===== src/rtl/rename_pkg.sv =====
// Shared rename-stage constants and types: physical register sizing and free list geometry.
package rename_pkg;
    localparam int PHY_REG_NUM        = 64;
    localparam int PHY_REG_ADDR_WIDTH = 6;
    localparam int REG_ADDR_WIDTH     = 5;
    localparam int FREE_BASE          = 32;
    localparam int FL_DEPTH           = PHY_REG_NUM - FREE_BASE;
    localparam int FL_PTR_W           = $clog2(FL_DEPTH);
    localparam int FL_CNT_W           = $clog2(FL_DEPTH + 1);

    typedef logic [PHY_REG_ADDR_WIDTH-1:0] preg_t;
    typedef logic [FL_PTR_W-1:0]           fl_ptr_t;
    typedef logic [FL_CNT_W-1:0]           fl_cnt_t;

    localparam preg_t PREG_ZERO = '0;

    // Indices FREE_BASE..PHY_REG_NUM-1 start out free.
    localparam logic [PHY_REG_NUM-1:0] IN_LIST_RESET =
        {{(PHY_REG_NUM - FREE_BASE){1'b1}}, {FREE_BASE{1'b0}}};
endpackage


===== src/rtl/free_list_if.sv =====
// Rename/commit-side bundle of the physical register free list.
// free_list_err_o exists only when FREE_LIST_CHECK_EN is defined.
interface free_list_if;
    import rename_pkg::*;

    logic    alloc_req_first;
    logic    alloc_req_second;
    preg_t   free_list_rdata_first;
    preg_t   free_list_rdata_second;
    logic    alloc_grant;
    logic    free_ok_one;
    logic    free_ok_two;
    logic    release_first_i;
    preg_t   release_lprd_first_i;
    logic    release_second_i;
    preg_t   release_lprd_second_i;
    fl_cnt_t free_count_o;
`ifdef FREE_LIST_CHECK_EN
    logic    free_list_err_o;
`endif

    modport slave (
        input  alloc_req_first, alloc_req_second,
        input  release_first_i, release_lprd_first_i,
        input  release_second_i, release_lprd_second_i,
        output free_list_rdata_first, free_list_rdata_second,
        output alloc_grant, free_ok_one, free_ok_two, free_count_o
`ifdef FREE_LIST_CHECK_EN
        , output free_list_err_o
`endif
    );

    modport master (
        output alloc_req_first, alloc_req_second,
        output release_first_i, release_lprd_first_i,
        output release_second_i, release_lprd_second_i,
        input  free_list_rdata_first, free_list_rdata_second,
        input  alloc_grant, free_ok_one, free_ok_two, free_count_o
`ifdef FREE_LIST_CHECK_EN
        , input free_list_err_o
`endif
    );
endinterface


===== src/rtl/free_list_ptr.sv =====
// Next-state computation for the free list head, tail and occupancy count.
module free_list_ptr
    import rename_pkg::*;
(
    input  fl_ptr_t    head,
    input  fl_ptr_t    tail,
    input  fl_cnt_t    count,
    input  logic [1:0] nalloc,
    input  logic [1:0] nrelease,
    input  logic       grant,
    output fl_ptr_t    head_next,
    output fl_ptr_t    tail_next,
    output fl_cnt_t    count_next
);
    // Pointers wrap naturally because FL_DEPTH is a power of two.
    assign head_next  = grant ? head + fl_ptr_t'(nalloc) : head;
    assign tail_next  = tail + fl_ptr_t'(nrelease);
    assign count_next = count - (grant ? fl_cnt_t'(nalloc) : fl_cnt_t'(0)) + fl_cnt_t'(nrelease);
endmodule


===== src/rtl/free_list.sv =====
// Circular free list of physical registers: two pops and two reclaims per cycle.
// Define FREE_LIST_CHECK_EN to add the in-list bitmap and sticky free_list_err_o.
module free_list
    import rename_pkg::*;
(
    input  logic clk,
    input  logic rst,
    free_list_if.slave fl
);
    preg_t      mem_reg [FL_DEPTH];
    fl_ptr_t    head_reg, tail_reg, head_next, tail_next;
    fl_cnt_t    count_reg, count_next;
    fl_ptr_t    head_p1, wr1_ptr;
    fl_cnt_t    room;
    logic [1:0] nalloc, nrelease;
    logic       grant, rel0_ok, rel1_ok, acc0, acc1;

    assign head_p1 = head_reg + fl_ptr_t'(1);
    assign fl.free_list_rdata_first  = mem_reg[head_reg];
    assign fl.free_list_rdata_second = fl.alloc_req_first ? mem_reg[head_p1] : mem_reg[head_reg];

    assign nalloc = {1'b0, fl.alloc_req_first} + {1'b0, fl.alloc_req_second};
    assign grant  = fl_cnt_t'(nalloc) <= count_reg;

    // Releases beyond the free capacity are dropped slot by slot.
    assign room     = fl_cnt_t'(FL_DEPTH) - count_reg;
    assign rel0_ok  = fl.release_first_i  && (fl.release_lprd_first_i  != PREG_ZERO);
    assign rel1_ok  = fl.release_second_i && (fl.release_lprd_second_i != PREG_ZERO);
    assign acc0     = rel0_ok && (room != '0);
    assign acc1     = rel1_ok && (room > fl_cnt_t'(acc0));
    assign nrelease = {1'b0, acc0} + {1'b0, acc1};
    assign wr1_ptr  = tail_reg + fl_ptr_t'(acc0);

    assign fl.alloc_grant  = grant;
    assign fl.free_ok_one  = count_reg != '0;
    assign fl.free_ok_two  = count_reg >= fl_cnt_t'(2);
    assign fl.free_count_o = count_reg;

    free_list_ptr u_ptr (
        .head       (head_reg),
        .tail       (tail_reg),
        .count      (count_reg),
        .nalloc     (nalloc),
        .nrelease   (nrelease),
        .grant      (grant),
        .head_next  (head_next),
        .tail_next  (tail_next),
        .count_next (count_next)
    );

    generate
        for (genvar gi = 0; gi < FL_DEPTH; gi++) begin : g_entry
            always_ff @(posedge clk or negedge rst) begin
                if (!rst) begin
                    mem_reg[gi] <= preg_t'(FREE_BASE + gi);
                end else if (acc1 && (wr1_ptr == fl_ptr_t'(gi))) begin
                    mem_reg[gi] <= fl.release_lprd_second_i;
                end else if (acc0 && (tail_reg == fl_ptr_t'(gi))) begin
                    mem_reg[gi] <= fl.release_lprd_first_i;
                end
            end
        end
    endgenerate

    always_ff @(posedge clk or negedge rst) begin
        if (!rst) begin
            head_reg  <= '0;
            tail_reg  <= '0;
            count_reg <= fl_cnt_t'(FL_DEPTH);
        end else begin
            head_reg  <= head_next;
            tail_reg  <= tail_next;
            count_reg <= count_next;
        end
    end

`ifdef FREE_LIST_CHECK_EN
    logic [PHY_REG_NUM-1:0] in_list_reg, in_list_next;
    logic                   err_reg, err_hit;

    // Pops clear first, then accepted releases set, so pop-then-reclaim of one index nets to "in list".
    always_comb begin
        in_list_next = in_list_reg;
        err_hit      = 1'b0;
        if (grant && fl.alloc_req_first) begin
            if (!in_list_reg[fl.free_list_rdata_first]) err_hit = 1'b1;
            in_list_next[fl.free_list_rdata_first] = 1'b0;
        end
        if (grant && fl.alloc_req_second) begin
            if (!in_list_reg[fl.free_list_rdata_second]) err_hit = 1'b1;
            in_list_next[fl.free_list_rdata_second] = 1'b0;
        end
        if (rel0_ok) begin
            if (!acc0 || in_list_reg[fl.release_lprd_first_i]) err_hit = 1'b1;
            if (acc0) in_list_next[fl.release_lprd_first_i] = 1'b1;
        end
        if (rel1_ok) begin
            if (!acc1 || in_list_reg[fl.release_lprd_second_i]) err_hit = 1'b1;
            if (acc1) in_list_next[fl.release_lprd_second_i] = 1'b1;
        end
        if (rel0_ok && rel1_ok && (fl.release_lprd_first_i == fl.release_lprd_second_i)) err_hit = 1'b1;
    end

    always_ff @(posedge clk or negedge rst) begin
        if (!rst) begin
            in_list_reg <= IN_LIST_RESET;
            err_reg     <= 1'b0;
        end else begin
            in_list_reg <= in_list_next;
            err_reg     <= err_reg | err_hit;
        end
    end

    assign fl.free_list_err_o = err_reg;
`endif
endmodule


===== src/flat_wrapper.sv =====
// flat-port wrapper written by rule: the top's interface ports become plain ports
module free_list_flat import rename_pkg::*;
  (clk, rst, fl_alloc_req_first, fl_alloc_req_second, fl_release_first_i, fl_release_lprd_first_i, fl_release_second_i, fl_release_lprd_second_i, fl_free_list_rdata_first, fl_free_list_rdata_second, fl_alloc_grant, fl_free_ok_one, fl_free_ok_two, fl_free_count_o);
  free_list_if fl_i ();
  input  logic clk;
  input  logic rst;
  input wire logic [$bits(fl_i.alloc_req_first)-1:0] fl_alloc_req_first;
  input wire logic [$bits(fl_i.alloc_req_second)-1:0] fl_alloc_req_second;
  input wire logic [$bits(fl_i.release_first_i)-1:0] fl_release_first_i;
  input wire logic [$bits(fl_i.release_lprd_first_i)-1:0] fl_release_lprd_first_i;
  input wire logic [$bits(fl_i.release_second_i)-1:0] fl_release_second_i;
  input wire logic [$bits(fl_i.release_lprd_second_i)-1:0] fl_release_lprd_second_i;
  output wire logic [$bits(fl_i.free_list_rdata_first)-1:0] fl_free_list_rdata_first;
  output wire logic [$bits(fl_i.free_list_rdata_second)-1:0] fl_free_list_rdata_second;
  output wire logic [$bits(fl_i.alloc_grant)-1:0] fl_alloc_grant;
  output wire logic [$bits(fl_i.free_ok_one)-1:0] fl_free_ok_one;
  output wire logic [$bits(fl_i.free_ok_two)-1:0] fl_free_ok_two;
  output wire logic [$bits(fl_i.free_count_o)-1:0] fl_free_count_o;
  assign fl_i.alloc_req_first = fl_alloc_req_first;
  assign fl_i.alloc_req_second = fl_alloc_req_second;
  assign fl_i.release_first_i = fl_release_first_i;
  assign fl_i.release_lprd_first_i = fl_release_lprd_first_i;
  assign fl_i.release_second_i = fl_release_second_i;
  assign fl_i.release_lprd_second_i = fl_release_lprd_second_i;
  assign fl_free_list_rdata_first = fl_i.free_list_rdata_first;
  assign fl_free_list_rdata_second = fl_i.free_list_rdata_second;
  assign fl_alloc_grant = fl_i.alloc_grant;
  assign fl_free_ok_one = fl_i.free_ok_one;
  assign fl_free_ok_two = fl_i.free_ok_two;
  assign fl_free_count_o = fl_i.free_count_o;
  free_list u_core (.clk(clk), .rst(rst), .fl(fl_i));
endmodule

===== config.mk =====
export PLATFORM = sky130hd
export DESIGN_NAME = free_list_flat
export DESIGN_NICKNAME = d
export VERILOG_FILES = /design/src/rtl/rename_pkg.sv /design/src/rtl/free_list_if.sv /design/src/rtl/free_list_ptr.sv /design/src/rtl/free_list.sv /design/src/flat_wrapper.sv
export SDC_FILE = /design/constraint.sdc
export NUM_CORES = 1
export LEC_CHECK = 0
export BUFFER_PORTS_ARGS = -buffer_cell sky130_fd_sc_hd__buf_2
export CORE_MARGIN = 8
export CORE_UTILIZATION = 40
export DETAILED_ROUTE_END_ITERATION = 7
export SYNTH_ARGS = -nofsm -noshare
export SYNTH_HDL_FRONTEND = slang
export SYNTH_HIERARCHICAL = 1
export SYNTH_SLANG_ARGS = --single-unit

===== constraint.sdc =====
create_clock -name clk -period 6.6 [get_ports clk]
set_input_delay 0.33 -clock clk [delete_from_list [all_inputs] [get_ports clk]]
set_output_delay 0.33 -clock clk [all_outputs]
set_load 0.05 [all_outputs]

==> metrics.md, run 1 <==
| Metric | Value |
|---|---|
| Status | complete, no violations |
| #FFs+latches synth | 208 |
| Post_cts resized | 0 |
| Mean Syn Cell Area | 8.87 sq um |
| Finished Layout Cells | 2164 |
| Pwr/cell area | 631 nW/um^2 |
| Routing usage on met3 | 7.31% |
| Yosys cell types | 67 |
| Worst-path clk slew | 0.06 ns |
| Seq/Total Area, Yosys | 34.6% |
| CTS root buf | clkbuf_16 |
| Final Hold Viols | 0 |
| Initial antenna violation count | 1 |
| Fillcell total | 3783 |
| Final period utilization | 81.7% |
| Place WS | 1.26 ns |
| Syn_nets | 1783 |
| Port bufs | 38 |
| Core Box Area | 38400 sq um |
| Die Ht | 212 microns |
| Pins Over Slew Limit | 0 |
| Max incr delay on CP | 0.56 ns |
| Die width | 212 microns |
| Final Power | 10.4 mW |
| Crit-path cells | inv_1 -> ha_1 -> o21ai_0 -> mux2i_1 -> a32o_1 -> nand3_1 -> buf_4 -> and3_1 -> ha_1 -> o21bai_1 -> nor3_4 -> nor2_1 -> ha_1 -> inv_1 -> fa_1 -> inv_1 -> ha_1 -> a211oi_2 -> o21bai_1 -> a21oi_2 -> xnor2_1 |
| CP startpoint kind | flop |
| Headroom to the max-slew limit | 15.0% |
| Placed cells | 2115 |
| Clk Latency, worst-skew pair | 0.55 ns |
| Worst hold slack | 0.197 ns |
| Register area | 5350 sq um |
| Hold Crit Class | in2reg |
| Tmin final | 5.40 ns |
| First-pass GRT wire length | 92300 microns |
| Peak supply drop | 0.000376 V |
| Design area | 16500 sq um |
| Crit Path Category | reg2reg |
| Routability cong. | 1.01 |
| Post-DRT Antenna Nets | 0 |
| Worst-case clock buffer depth | 3 |
| Setup TNS | 0 ns |
| Clock sinks | 208 |
| Drt first pass iters | 6 |
| Nets | 1670 |
| Ys Warns | 6 |
| Area after DPL | 15700 sq um |
| Number of global-route vias before repair | 14.1k |
| LEAKAGE | 5.65 nW |
| Worst Setup Slack, final | 1.20 ns |
| DR iter-0 viols | 2259 |
| RSZ-0062 raised after global routing | false |
| DIE AREA | 45100 sq um |
| Total routed wirelength | 61700 microns |
| Setup crit end kind | flop |
| Pin count of the biggest net entering global routing | 103 |
| Cell count after synthesis | 1739 |
| Crit-path slowest cell | a32o_1 |
| Multi-input gate area | 8990 sq um |
| Final setup vio count | 0 |
| Fin util | 43.1% |
| Vias | 14.8k |
| CTS Buf Count | 26 |
| Layout cells sized above 1 | 22.5% |
| Diodes inserted | 0 |
| Worst Path Arrival | 5.88 ns |
| Row count | 72 |
| Least-Margin Pin Slew | 1.27 ns |
| Routed wire per std cell | 28.5 microns |
| Max-cap violations | 0 |
| Starting Density | 40.2% |
| Clock skew | 0.0102 ns |
| Fmax | 185 MHz |
| GR met1 Demand/Resource | 36.4% |
| Main synth FF type | dfstp_2 |
| Global route overflow | 0 |
| Area delta synth->final | 7.18% |
| GR peak layer | met2 |
| DRC | 0 |
| DP HPWL | 41600 microns |
| Synthesized cell area | 15400 sq um |
| Required time of the critical path | 7.08 ns |
| CP Max Fanout | 37 |
| Most frequent CP cell | ha_1 |
| Ys async rst share | 100% |
| Max reg flops | 192 |
| Met2 usage | 40.6% |
| H-tree depth | 1 |
| Vias per cell | 6.82 |
| Post-synth EDFFs | 0 |
| CTS tree | yes |
| Number of top-level pins | 39 |
| GRT Total Usage | 27.0% |
-- cell type report --
class                      instances  share of cell area (%)
sequential                       208                    32.4
inverter                          55                    1.25
tap                              518                    3.92
multi-input combinational       1262                    54.4
clock inverter                    10                   0.666
timing repair buffer              73                    2.81
clock buffer                      38                    4.64
-- report_power, final --
part / switching [mW] / internal (mW) / total (mW)
Sequential: 0.710 / 2.17 / 2.88
Combinational: 3.72 / 2.36 / 6.08
Clock: 0.601 / 0.882 / 1.48
-- kinds of logic after synthesis --
logic type / share of synthesized area, %
muxes: 15.8
buffers and inverters: 7.38
DFF: 34.6
xor gates and xnor gates: 0.900
and+or+nand+nor: 20.0
adders and majority gates: 2.30
AOI/OAI and AO/OA: 18.9
-- Yosys cell counts (11+ instances only) --
master    instances  area share [%]
or2_2            11            0.45
buf_1            15            0.36
nand3_1          65             2.1
dfstp_2         113              19
inv_1            53             1.3
ha_1             22             1.8
nor2_1           53             1.3
mux4_2          103              15
and2_1           17            0.69
or2_1            40             1.6
clkbuf_1        120             2.9
o21ai_0         201             6.5
a31oi_1         192             7.8
nand2_1         170             4.1
buf_2            69             2.2
nor3_1          189             6.1
o22ai_1          12            0.49
a21oi_1          15            0.49
nor2b_1          34             1.4
nor4_1           13            0.53
dfrtp_1          95              15
nand4_1          16            0.65
-- worst paths after layout --
path                                            start                   endpoint  slack (ns)  depth (start not counted)
max                         u_core/fl.free_count_o[0]  u_core/fl.free_count_o[5]        1.20                         21
min                        fl_release_lprd_first_i[5]         u_core/mem_reg[47]        0.20                          3
max reg2reg                 u_core/fl.free_count_o[0]  u_core/fl.free_count_o[5]        1.20                         21
min reg2reg                        u_core/mem_reg[76]         u_core/mem_reg[76]        0.52                          2
max in group asynchronous                         rst         u_core/head_reg[0]        4.70                          3
min in group asynchronous                         rst        u_core/mem_reg[102]        0.39                          2
-- placed cells by master (no fill, tap or decap), types with 11 or more instances in the layout --
master / Yosys / layout
nor4_1: 13 / 13
nand3_1: 65 / 65
nor2_1: 53 / 53
o22ai_1: 12 / 12
dfstp_2: 113 / 113
clkbuf_16: 0 / 27
inv_1: 53 / 53
dfrtp_1: 95 / 93
buf_2: 69 / 37
nand4_1: 16 / 16
and2_1: 17 / 17
nor3_1: 189 / 189
a31oi_1: 192 / 192
buf_4: 7 / 34
mux4_2: 103 / 103
or2_2: 11 / 11
o21ai_0: 201 / 201
a21oi_1: 15 / 15
nand2_1: 170 / 170
ha_1: 22 / 21
or2_1: 40 / 40
nor2b_1: 34 / 34
-- layer usage --
layer  wire length, microns  vias to the layer above
li1                       -                     6226
met1                  24600                     7371
met2                  27200                     1004
met3                   7130                      154
met4                   2770                        2
met5                     12                        -
-- worst max-delay path, delay by kind of cell (launching register included) --
family / cells / cell delay, ns
and+or+nand+nor: 4 / 0.60
xor gates and xnor gates: 1 / 0.12
muxes: 1 / 0.20
adders and majority gates: 5 / 1.61
DFF: 1 / 0.46
AOI/OAI and AO/OA: 6 / 1.68
buffers and inverters: 4 / 0.66
-- repair_timing --
item,4_1_cts,5_1_grt
setup buffers,0,0
setup endpoints to repair,0,0
endpoints found under the hold margin,25,0
hold buffers,1,0
No activity file was read; power rests on OpenSTA's default activity.
==> run 2: changes to the inputs <==
clock period = 4.9 ns   (was 6.6 ns; I/O delays follow)
==> metrics.md, run 2 (synthesis results as in run 1) <==
| Metric | Value |
|---|---|
| Commonest non-fill, non-tap cell in the layout | o21ai_0 |
| Worst-case clock buffer depth | 3 (unchanged) |
| Core Box Area | 38400 sq um (unchanged) |
| H-tree depth | 1 (unchanged) |
| CP startpoint kind | flop |
| Initial antenna violation count | 0 (-1) |
| RSZ-0062 raised after global routing | false |
| Crit-path cells | buf_12 -> a21oi_1 -> mux2_2 -> o21ai_1 -> nor2b_1 -> nor4_1 -> o221ai_1 -> buf_2 |
| Final Hold Viols | 0 (unchanged) |
| Die width | 212 microns (unchanged) |
| Area after DPL | 15700 sq um (+0.46%) |
| DP HPWL | 38000 microns (-8.6%) |
| First-pass GRT wire length | 85600 microns (-7.2%) |
| Post-DRT Antenna Nets | 0 (unchanged) |
| Port bufs | 38 (unchanged) |
| Routability cong. | 0.976 (-3.7%) |
| Worst Setup Slack, final | 0.433 ns (-0.772 ns) |
| Number of global-route vias before repair | 13.8k (-2.7%) |
| CTS root buf | clkbuf_16 |
| Global route overflow | 0 (unchanged) |
| Nets | 1673 (+0.18%) |
| Worst-path clk slew | 0.06 ns (about the same) |
| Drt first pass iters | 8 (+2) |
| Required time of the critical path | 4.66 ns (-2.42 ns) |
| Clock skew | 0.0129 ns (+0.00268 ns) |
| Vias per cell | 6.67 (-2.2%) |
| Setup TNS | 0 ns (unchanged) |
| Pins Over Slew Limit | 0 (unchanged) |
| Layout cells sized above 1 | 23.2% (+0.75 points) |
| DRC | 0 (unchanged) |
| Least-Margin Pin Slew | 1.25 ns (-0.0216 ns) |
| Diodes inserted | 0 (unchanged) |
| Final setup vio count | 0 (unchanged) |
| Max incr delay on CP | 0.75 ns (+0.19 ns) |
| Headroom to the max-slew limit | 16.1% (+1.0 points) |
| DR iter-0 viols | 2157 (-4.5%) |
| Number of top-level pins | 39 (unchanged) |
| Die Ht | 212 microns (unchanged) |
| Place WS | 0.565 ns (-0.696 ns) |
| Max reg flops | 192 (unchanged) |
| Peak supply drop | 0.000401 V (+6.8%) |
| Most frequent cells in the layout | o21ai_0, a31oi_1, nor3_1, nand2_1, dfstp_2 |
| Area delta synth->final | 8.31% |
| Design area | 16700 sq um (+1.1%) |
| Post_cts resized | 0 (unchanged) |
| Status | complete, no violations |
| CP Max Fanout | 81 (+120%) |
| GRT Total Usage | 24.6% (-2.4 points) |
| Vias | 14.5k (-2.1%) |
| DIE AREA | 45100 sq um (unchanged) |
| Pin count of the biggest net entering global routing | 115 (+12%) |
| Routed wire per std cell | 25.9 microns (-9.1%) |
| Crit-path slowest cell | o21ai_1 |
| Fillcell total | 3730 (-1.4%) |
| Max-cap violations | 0 (unchanged) |
| Hold Crit Class | in2reg |
| Tmin final | 4.47 ns |
| Starting Density | 40.2% (unchanged) |
| Row count | 72 (unchanged) |
| Clk Latency, worst-skew pair | 0.56 ns (about the same) |
| Total routed wirelength | 56200 microns (-8.9%) |
| Pwr/cell area | 844 nW/um^2 (+34%) |
| Final period utilization | 91.2% |
| Worst Path Arrival | 4.22 ns (-1.66 ns) |
| Setup crit end kind | output pin |
| Crit Path Category | reg2out |
| LEAKAGE | 5.72 nW (+1.3%) |
| CP delay by family, top | compound AO/OA/AOI/OAI gates |
| Fmax | 224 MHz |
| Finished Layout Cells | 2167 (+0.14%) |
| CP bufs+invs | 2 (-2) |
| CTS tree | yes |
| Clock sinks | 208 (unchanged) |
| Fin util | 43.5% (+0.46 points) |
| Placed cells | 2118 (+0.14%) |
| CTS Buf Count | 26 (unchanged) |
run 2: changes by cell type in the layout (fill, tap and decap cells not counted), sizes merged:
cell and delta:
buf +3, clkinv -1, inv +1, clkbuf -4, bufinv +4
run 2: per-stage QoR:
| stage | hold slack (ns) | total power, mW |
|---|---|---|
| after global routing | 0.0550 | 14.8 |
| after detailed placement | 0.403 | 11.7 |
| after global placement | 0.394 | 11.5 |
| after CTS | 0.0150 | 13.9 |
| final | 0.0489 | 14.1 |
| after floorplan | -0.0506 | 9.32 |
run 2: final cells by class:
type	count	area, sq um	share of cell area, %
Multi-Input combinational cell	1262	8990	53.8
Sequential cell	208	5360	32.1
Clock buffer	34	752	4.50
Tap cell	518	648	3.88
Timing Repair Buffer	76	524	3.14
Clock inverter	14	229	1.37
Inverter	55	206	1.24
run 2: what timing repair did:
action	4_1_cts	5_1_grt
hold endpoints to repair	37	0
hold buffers	1	0
buffers inserted	0	0
endpoints found under the setup margin	0	0
run 2: routing by layer:
| metal | wire [microns] | GRT usage (%) | share of wire, % | vias to the layer above |
|---|---|---|---|---|
| met5 | 0 | 0 | 0 | - |
| met4 | 2150 | 8.35 | 3.8 | 0 |
| met3 | 7560 | 6.96 | 13 | 145 |
| met2 | 24400 | 37.1 | 43 | 985 |
| met1 | 22000 | 33.6 | 39 | 7096 |
| li1 | - | - | - | 6227 |
run 2: final timing paths:
| kind | endpoint | depth (start not counted) | slack, ns | startpoint |
|---|---|---|---|---|
| max in group asynchronous | u_core/mem_reg[85] | 3 | 3.43 | rst |
| min in group asynchronous | u_core/mem_reg[102] | 2 | 0.36 | rst |
| hold / removal | u_core/mem_reg[45] | 3 | 0.05 | fl_release_lprd_first_i[3] |
| setup reg to reg | u_core/fl.free_count_o[4] | 19 | 0.55 | u_core/fl.free_count_o[0] |
| setup / recovery | fl_free_list_rdata_second[5] | 8 | 0.43 | u_core/head_reg[0] |
| hold reg to reg | u_core/mem_reg[16] | 2 | 0.51 | u_core/mem_reg[16] |
run 2: worst reg2reg max path, stage by stage (launching register included):
cell and delay (ns):
dfrtp_2 0.46, inv_1 0.15, ha_1 0.25, o21ai_0 0.11
mux2i_1 0.19, a32o_1 0.24, nand3_2 0.09, and3_1 0.23
ha_1 0.32, o21bai_4 0.26, nor3_4 0.06, nor2_1 0.11
ha_1 0.18, inv_1 0.10, fa_1 0.54, inv_1 0.06
fa_1 0.41, a21o_1 0.20, a21oi_1 0.18, xnor2_1 0.14
run 2: power breakdown:
part           internal [mW]  leakage (nW)  switching [mW]
Clock                   1.39         0.482           0.826
Combinational           3.22          2.91            4.80
Sequential              2.92          2.33           0.955
Total                   7.53          5.72            6.58
==> run 3: changes to the inputs <==
GPL_TIMING_DRIVEN = 0   (was not set)
SLEW_MARGIN = 20   (was not set)
==> metrics.md, run 3 (synthesis results as in run 1) <==
| Metric | Value |
|---|---|
| Depth of the worst hold-timing path | 3 (unchanged) |
| Max-cap violations | 0 (unchanged) |
| FF-to-FF setup slack | 0.20 ns (-0.35 ns) |
| Placed cells | 2291 (+8.2%) |
| CP startpoint kind | flop |
| DR iter-0 viols | 2518 (+17%) |
| Worst hold slack | 0.0440 ns (-0.00490 ns) |
| Worst-case clock buffer depth | 3 (unchanged) |
| First-pass GRT wire length | 104000 microns (+21%) |
| CTS Buf Count | 27 (+3.8%) |
| Nets | 1858 (+11%) |
| Hold_sp | fl_release_lprd_first_i[5] |
| Vias | 16.0k (+11%) |
| Most frequent CP cell | buf_2 |
| Final setup vio count | 0 (unchanged) |
| Hold Crit Class | in2reg |
| Global route overflow | 0 (unchanged) |
| Final Hold Viols | 0 (unchanged) |
| Port bufs | 32 (-16%) |
| Max incr delay on CP | 0.52 ns (-0.23 ns) |
| Die width | 212 microns (unchanged) |
| FF-to-FF End | u_core/fl.free_count_o[5] |
| Finished Layout Cells | 2355 (+8.7%) |
| Area delta synth->final | 13.0% |
| CTS root buf | clkbuf_16 |
| Drt first pass iters | 8 (unchanged) |
| Row count | 72 (unchanged) |
| Status | complete, no violations |
| Clk Latency, worst-skew pair | 0.58 ns (+0.02 ns) |
| CP bufs+invs | 7 (+5) |
| Routed wire per std cell | 29.8 microns (+15%) |
| Most frequent cells in the layout | o21ai_0, a31oi_1, nor3_1, nand2_1, clkbuf_1 |
| Required time of the critical path | 4.66 ns (about the same) |
| Reg-to-Reg Start | u_core/fl.free_count_o[4] |
| CTS tree | yes |
| Fillcell total | 3779 (+1.3%) |
| DRC | 0 (unchanged) |
| Die Ht | 212 microns (unchanged) |
| Tmin final | 4.83 ns (+0.362 ns) |
| Crit-path slowest cell | dfrtp_1 |
| Initial antenna violation count | 6 (+6) |
| Peak supply drop | 0.000576 V (+43%) |
| Layout cells sized above 1 | 24.0% (+0.75 points) |
| Total routed wirelength | 70200 microns (+25%) |
| CP Max Fanout | 10 (-88%) |
| Routability cong. | 1.09 (+12%) |
| Min-Delay Endpoint | u_core/mem_reg[47] |
| H-tree depth | 1 (unchanged) |
| DIE AREA | 45100 sq um (unchanged) |
| Clock sinks | 208 (unchanged) |
| Pwr/cell area | 848 nW/um^2 (+0.41%) |
| Fmax | 207 MHz (-7.5%) |
| LEAKAGE | 6.03 nW (+5.3%) |
| Worst R2R Path Depth | 22 (+3) |
| Clock skew | 0.0249 ns (+0.0120 ns) |
| Least-Margin Pin Slew | 1.09 ns (-0.160 ns) |
| Pins Over Slew Limit | 0 (unchanged) |
| Vias per cell | 6.80 (+2.0%) |
| Crit-path cells | clkbuf_4 -> clkbuf_4 -> buf_4 -> buf_2 -> buf_2 -> mux4_2 -> inv_1 -> o22ai_1 -> o21ai_0 -> o221ai_1 -> buf_2 |
| Fin util | 45.5% (+1.9 points) |
| Number of global-route vias before repair | 15.7k (+14%) |
| Setup crit end kind | output pin |
| Worst-path clk slew | 0.07 ns (about the same) |
| Final period utilization | 98.5% (+7.4 points) |
| Number of top-level pins | 39 (unchanged) |
| GRT Total Usage | 31.0% (+6.4 points) |
| Pin count of the biggest net entering global routing | 75 (-35%) |
| Commonest non-fill, non-tap cell in the layout | o21ai_0 |
| Headroom to the max-slew limit | 27.2% (+11 points) |
| Worst Path Arrival | 4.58 ns (+0.36 ns) |
| Starting Density | 40.2% (unchanged) |
| Post-DRT Antenna Nets | 0 (unchanged) |
| CP delay by family, top | buffers and inverters |
| Max reg flops | 192 (unchanged) |
| DP HPWL | 52600 microns (+39%) |
| Crit Path Category | reg2out |
| Final Power | 14.8 mW (+4.8%) |
| RSZ-0062 raised after global routing | false |
| Core Box Area | 38400 sq um (unchanged) |
## run 3: changes by cell type in the layout (fill, tap and decap cells not counted), sizes merged
cell	previous run	this run
buf	74	136
bufinv	6	4
clkbuf	35	161
diode	0	2
clkinv	7	6
clkinvlp	1	2
## run 3: how the worst max path moves through the flow
stage | from | to | slack, ns | cells past startpoint
after floorplan | u_core/fl.free_count_o[4] | u_core/fl.free_count_o[4] | 0.008 | 21
after global placement | u_core/fl.free_count_o[0] | u_core/fl.free_count_o[5] | -0.88 | 24
after detailed placement | u_core/fl.free_count_o[0] | u_core/fl.free_count_o[5] | -0.91 | 24
after CTS | u_core/fl.free_count_o[1] | u_core/fl.free_count_o[5] | 0.03 | 24
after global routing | u_core/fl.free_count_o[4] | u_core/fl.free_count_o[5] | 0.01 | 22
final | u_core/head_reg[0] | fl_free_list_rdata_second[0] | 0.07 | 11
## run 3: final cells by class
type	instances	area (sq um)	share of cell area, %
well taps	518	648	3.72
plain buffers	214	972	5.57
diodes	2	5.00	0.0287
multi-input cells	1262	9010	51.7
flip-flops and latches	208	5350	30.7
clock buffers	38	757	4.34
clock inverters	12	169	0.968
inverters	55	209	1.20
repair buffers	46	318	1.82
## run 3: power breakdown
group	switching (mW)	internal, mW	leakage [nW]	total [mW]
Clock	0.848	1.28	0.451	2.13
Sequential	0.813	2.92	2.33	3.74
Combinational	5.55	3.37	3.24	8.92
Total	7.21	7.58	6.03	14.8
## run 3: stage by stage
step | setup TNS (ns) | setup slack (ns) | area (sq um)
finish | 0 | 0.0712 | 17400
global placement | -24.34 | -0.884 | 16300
global route | 0 | 0.0102 | 17400
detailed placement | -5.03 | -0.909 | 16300
floorplan | 0 | 0.00810 | 15500
CTS | 0 | 0.0254 | 17400
## run 3: routing by layer
metal  share of wire (%)  global-route usage (%)
met2                  42                    45.6
met3                  15                    11.3
met1                  36                    39.0
met5               0.071                       0
met4                 6.9                    17.4
## run 3: worst reg2reg max path, cell delays in order, from the launching register on
cell and delay [ns]:
dfrtp_2 0.45, or3_4 0.42, nor3_4 0.28, a32o_2 0.22, buf_8 0.16, nand3_4 0.09, buf_8 0.16, and3_4 0.20
ha_4 0.23, o21bai_4 0.15, nor3_4 0.08, buf_6 0.14, buf_6 0.14, nor2_2 0.13, ha_2 0.21, inv_2 0.06
fa_1 0.53, inv_1 0.06, ha_1 0.30, a211oi_2 0.23, o21bai_1 0.11, a21oi_2 0.15, xnor2_1 0.13
## run 3: repair_timing
item                                    in CTS  in global routing
hold buffers                                 1                  0
endpoints found under the setup margin      16                  4
setup buffers                                6                  5
gates resized for setup                     14                 14
pin swaps                                    3                  4
hold endpoints to repair                    37                  0
